`config.mk`:
```
export PLATFORM = sky130hd
export DESIGN_NAME = swapping
export DESIGN_NICKNAME = d
export VERILOG_FILES = /design/src/rtl/swapping.sv
export SDC_FILE = /design/constraint.sdc
export NUM_CORES = 1
export LEC_CHECK = 0
export ABC_AREA = 1
export CORE_UTILIZATION = 35
export CTS_CLUSTER_SIZE = 24
export DETAILED_ROUTE_END_ITERATION = 7
export GPL_TIMING_DRIVEN = 1
export PLACE_DENSITY = 0.5
export SLEW_MARGIN = 25
export SYNTH_ARGS = -nofsm -noshare
export SYNTH_HDL_FRONTEND = slang
export SYNTH_SLANG_ARGS = --single-unit
```
`constraint.sdc`:
```
create_clock -name clk -period 2.4 [get_ports clk]
set_input_delay 0.6 -clock clk [delete_from_list [all_inputs] [get_ports clk]]
set_output_delay 0.6 -clock clk [all_outputs]
set_load 0.05 [all_outputs]
```
`src/rtl/swapping.sv`:
```
// Flip-flop memory of 2**N words with a read port, a write port and a swap engine that
// exchanges two words. Defining SWAP_FAST_EN gives a single-edge swap with no busy port.
module swapping #(
    parameter int N    = 3,
    parameter int BITS = 8
) (
    input  logic            clk,
    input  logic            rstn,
    input  logic            swap,
    input  logic            w_en,
    input  logic [N-1:0]    A_addr,
    input  logic [N-1:0]    B_addr,
    input  logic [N-1:0]    w_addr,
    input  logic [BITS-1:0] w_data,
    input  logic [N-1:0]    r_addr,
    output logic [BITS-1:0] r_data
`ifndef SWAP_FAST_EN
    ,
    output logic            busy
`endif
);

    localparam int DEPTH = 2 ** N;

    logic [DEPTH-1:0][BITS-1:0] mem;

    assign r_data = mem[r_addr];

`ifdef SWAP_FAST_EN

    // Both words are exchanged on the same edge; a write on that edge is lost.
    always_ff @(posedge clk or negedge rstn) begin
        if (!rstn) begin
            mem <= '0;
        end else if (swap) begin
            mem[A_addr] <= mem[B_addr];
            mem[B_addr] <= mem[A_addr];
        end else if (w_en) begin
            mem[w_addr] <= w_data;
        end
    end

`else

    typedef enum logic [1:0] {
        IDLE   = 2'd0,
        S_LOAD = 2'd1,
        S_MOVE = 2'd2
    } state_t;

    state_t          state, state_nxt;
    logic [BITS-1:0] temp;
    logic [N-1:0]    b_lat;
    logic            do_accept, do_move, do_write;

    always_ff @(posedge clk or negedge rstn) begin
        if (!rstn) state <= IDLE;
        else       state <= state_nxt;
    end

    // S_LOAD and the unused encoding fall through to IDLE with no memory update.
    always_comb begin
        state_nxt = IDLE;
        do_accept = 1'b0;
        do_move   = 1'b0;
        do_write  = 1'b0;
        case (state)
            IDLE: begin
                if (swap) begin
                    do_accept = 1'b1;
                    state_nxt = S_MOVE;
                end else if (w_en) begin
                    do_write = 1'b1;
                end
            end
            S_MOVE:  do_move = 1'b1;
            default: state_nxt = IDLE;
        endcase
    end

    // Only the B address is needed after acceptance; A is consumed on the accept edge.
    always_ff @(posedge clk or negedge rstn) begin
        if (!rstn) begin
            mem   <= '0;
            temp  <= '0;
            b_lat <= '0;
        end else begin
            if (do_accept) begin
                b_lat       <= B_addr;
                temp        <= mem[A_addr];
                mem[A_addr] <= mem[B_addr];
            end
            if (do_move)  mem[b_lat]  <= temp;
            if (do_write) mem[w_addr] <= w_data;
        end
    end

    assign busy = (state != IDLE);

`endif

endmodule

```
---- After elaboration in Yosys (flattened, before gate mapping) ----
Index checks and enable logic that the tools add are counted.
storage, ports and cells
  flip-flop bits (word level) ............. 77
  bits in latches ......................... 0
  RAM bits ................................ 0
  ROM bits ................................ 0
  input bits .............................. 24
  output and inout port bits .............. 9
  memories ................................ 0
operators by class
  add/sub/neg operators ................... 0
  multipliers ............................. 0
  div/mod/pow operators ................... 0
  magnitude comparators ................... 8
  equality and inequality tests ........... 1
  shift-type cells ........................ 0
  multiplexer cells ....................... 26
  bitwise gates (word level) .............. 0
  reductions and logical operators ........ 5
operator list
  kind                                                                                  number
  64-bit bitwise mux                                                                    3
  64-bit two-way mux                                                                    3
  8-bit binary-select mux with 3-bit select                                             3
  8-bit demux with 3-bit select                                                         3
  8-bit two-way mux                                                                     6
  3-bit by 4-bit < comparator with 1-bit output (second input constant)                 5
  3-bit by 1-bit greater-or-equal comparator with 1-bit output (second input constant)  3
  1-bit two-way mux                                                                     6
  2-bit two-way mux                                                                     2
  1-bit logical AND                                                                     3
  2-bit equality test (second input constant)                                           1
  2-bit logical NOT                                                                     1
  2-bit nonzero test                                                                    1

---- Logic depth before layout (Yosys ltp) ----
  depth after elaboration ................. 10
  depth in mapped cells ................... 10
  gate-level depth less buffers ........... 9

---- Worst setup path after synthesis ----
OpenSTA, ideal clock, no wires.
  path type ............................... input-to-output
  start ................................... input port r_addr[1]
  end ..................................... output port r_data[5]
  arrival ................................. 2.144 ns
  data required time ...................... 1.800 ns
  slack ................................... -0.344 ns
  stages .................................. 8
  buffers on the path ..................... 2
  cell sequence ........................... buf_2 -> inv_1 -> clkbuf_1 -> a21oi_1 -> o21ai_0 -> nand2_1 -> nor2_1 -> a31oi_1
on the way
  longest elaborated chain between the ends .. 2
ends and longest elaborated chain
  element                                    line  text
  start, declared                            15    input logic [N-1:0] r_addr,
  8-bit binary-select mux with 3-bit select  27    assign r_data = mem[r_addr];
  8-bit two-way mux (not written as such)    27
  end, declared                              16    output logic [BITS-1:0] r_data
Every way passes these cells. The select of a mux whose other input is x is not followed.

---- Final worst setup path ----
  start ................................... input port r_addr[1]
  end ..................................... output port r_data[3]
Same word-level chain as after synthesis.

==> impl_metrics.csv <==
group,metric,value,unit
outcome,status,"finished clean",
setup_path,reg2reg_slack,0.74,ns
setup_path,crit_required,1.80,ns
synth,synth_area_leader_cell,"dfrtp_1",
cells_and_area,finalInstanceArea,7510,um^2
drt,drt_pass1_iterations,7,
drt,drc_errors,0,
cts,path_clk_slew,0.06,ns
cts,cts_buffers,9,
die,dieArea,17800,um^2
synth,synth.area.mux_share,0,%
synth,syn_inst,1005,
setup_path,end_kind,"primary output",
cts,clock-sinks,76,
cts,clockBufferDepth,2,
cells_and_area,num-nets-final,1085,
drt,totalWireLength,24300,um
die,floorplan.initialDensity,36.2,%
synth,avgSynthCellArea,6.01,um^2
power,swShare,45.0,%
synth,syn-num-nets,1029,
setup_path,r2r_end,"temp[1]$_DFFE_PN0N_",
cts,ctsHoldBuffers,0,
global_route,grt_overflow,0,
synth,yosysSeqAreaShare,31.5,%
synth,ys.flop_type,"dfrtp_1",
cts,htreeDepth,3,
cts,clock_latency,0.35,ns
placement,io_buffers,32,
synth,synth-edff-count,0,
synth,synth_area_leaders,"dfrtp_1, nand2_1, a21oi_1",
cells_and_area,fin_util,45.0,%
power,intPower,0.00361,W
synth,ys_top_cells_by_count,"nand2_1, a21oi_1, nand3_1",
timing,post-route-min-period,2.30,ns
setup_path,crit_path_end,"r_data[3]",
setup_path,path_class,"in2out",
global_route,grt.total_usage,28.1,%
die,die_w,133,um
synth,synth_fa_ha_area_share,0,%
cts,clockRootBuffer,"clkbuf_16",
drt,ant_nets,0,
global_route,grt_max_degree,77,
power,switching_power,0.00296,W
power,clkPwrFrac,21.5,%
setup_path,rr_worst_depth,6,
power,seq_power_share,34.9,%
setup_path,cp-startpoint,"r_addr[1]",
power,combinationalPowerShare,43.6,%
synth,async_reset_ff_share,100,%
global_route,antenna_found_initial,0,
power,cellLeakagePower,3.60,nW
timing,tightest_slew,0.621,ns
setup_path,critPathLaunchType,"input port",
synth,yosys_warnings,0,
synth,synth-compound-area-share,21.1,%
timing,tns,0,ns
timing,rsz0062_at_grt,"no",
drt,viasPerCell,5.36,
timing,slew_headroom,58.5,%
timing,period_share,96.0,%
die,fp.dieH,133,um
cts,cts_tree,"yes",
setup_path,crit_arrival,1.70,ns
global_route,grt_pass1_vias,6108,
synth,netlist_area,6040,um^2
synth,yosysMostFrequentCell,"nand2_1",
timing,setup_viol,0,
timing,slew_violations,0,
power,peakVddDrop,0.325,mV
synth,synth_seq_cells,76,
synth,yosysUniqueCellTypes,21,
placement,dpl_cell_area,7170,um^2
worst_hold_path,worstHoldPathType,"in2async",
die,rows,47,
setup_path,reg2reg_from,"state[1]$_DFF_PN0_",
cells_and_area,drive_above_1_share,12.4,%
global_route,grt_pass1_wl,37700,um
setup_path,critPathMaxFanout,8,
timing,final-hold-violation-count,0,
job,cap_violations,0,
die,core_region_area,16700,um^2
power,powerDensity,873,nW/um^2
synth,synth_xor_area_share,0,%
cells_and_area,syn_to_final_growth,24.3,%
synth,synth.top_cell.area_share,31.5,%
placement,routabilityCongestion,0.920,
synth,synth_top_family_by_area,"simple AND/OR/NAND/NOR gates",
placement,place_hpwl,18200,um
drt,drt_iter0_drc,725,
die,ios,33,
cells_and_area,n_antenna_cell,0,
drt,vias,6892,
timing,skew,0.0106,ns
timing,max_freq,0.434,GHz
synth,synthSimpleGateAreaFrac,37.5,%
drt,post_drt_wl_per_cell,18.9,um
==> worst max-delay path, stage by stage <==
cell,delay [ns]
buf_2,0.11
clkinvlp_4,0.14
clkbuf_16,0.19
a21oi_1,0.10
o21ai_0,0.09
nand2_1,0.07
nor2_1,0.04
a31oi_2,0.19
buf_12,0.17
==> final cells by class <==
class                   count  area (um^2)
clock buffers              10          229
clock inverters             6         63.8
fillers                  1793         9190
inverters                 100          379
multi-input cells         780         3600
flip-flops and latches     76         1900
well taps                 220          275
repair buffers             94         1060
==> power by group through the flow <==
| stage | registers, W | clock network (W) | logic (W) |
|---|---|---|---|
| 2_1_floorplan | 0.00203 | 0 | 0.00186 |
| 3_5_place_dp | 0.00228 | 0 | 0.00278 |
| 5_1_grt | 0.00233 | 0.00149 | 0.00319 |
| 4_1_cts | 0.00226 | 0.00144 | 0.00279 |
| 6_report | 0.00229 | 0.00141 | 0.00286 |
| 3_3_place_gp | 0.00229 | 0 | 0.00279 |
==> worst min-delay path by stage <==
stage,slack (ns),start,endpoint
2_1_floorplan,0.30,rstn,b_lat[0]$_DFFE_PN0N_
3_3_place_gp,0.56,b_lat[0]$_DFFE_PN0N_,b_lat[0]$_DFFE_PN0N_
3_5_place_dp,0.56,b_lat[0]$_DFFE_PN0N_,b_lat[0]$_DFFE_PN0N_
4_1_cts,0.29,rstn,temp[4]$_DFFE_PN0N_
5_1_grt,0.29,rstn,temp[4]$_DFFE_PN0N_
6_report,0.24,rstn,temp[4]$_DFFE_PN0N_
==> sequential cells by signal, summed over array words and instances, names as in the netlist <==
register and count:
temp 8, mem 64, state 1, b_lat 3
==> metrics by stage <==
| step | hold slack (ns) | cells | setup WS [ns] | total power (W) |
|---|---|---|---|---|
| floorplan | 0.304 | 1005 | -0.0810 | 0.00389 |
| global placement | 0.557 | 1268 | -0.272 | 0.00507 |
| detailed placement | 0.561 | 1268 | -0.277 | 0.00506 |
| CTS | 0.288 | 1285 | 0.00965 | 0.00649 |
| global route | 0.291 | 1286 | 0.0114 | 0.00701 |
| finish | 0.243 | 1286 | 0.0970 | 0.00656 |
==> cell families (layout without fill, tap and decap cells) <==
kind of cell           after synthesis  after routing
buffers and inverters              149            210
AOI/OAI and AO/OA                  243            243
DFF                                 76             76
and+or+nand+nor                    537            537
==> cell usage in the layout, fill, tap and decap left out, drive strengths merged <==
| cell | count |
|---|---|
| a21oi | 161 |
| dfrtp | 76 |
| bufinv | 1 |
| inv | 92 |
| buf | 71 |
| a31oi | 9 |
| clkbuf | 12 |
| o22ai | 4 |
| o21ai | 57 |
| o221ai | 12 |
| nor3 | 3 |
| nor2 | 51 |
| nand2 | 371 |
| clkdlybuf4s50 | 21 |
| clkinvlp | 3 |
| nand3 | 112 |
| clkinv | 10 |
==> what timing repair did <==
item	4_1_cts	5_1_grt
pin swaps	0	0
gates resized for setup	8	8
endpoints found under the hold margin	0	0
buffers inserted	1	0
gates cloned	0	1
setup endpoints to repair	8	8
==> layer usage <==
metal | global-route usage (%) | routed length [um] | up-vias
li1 | - | - | 3392
met1 | 43.0 | 11400 | 3082
met2 | 39.7 | 10100 | 401
met3 | 6.24 | 2550 | 17
met4 | 6.19 | 240 | 0
met5 | 0 | 0 | -
No activity file was read; power rests on OpenSTA's default activity.
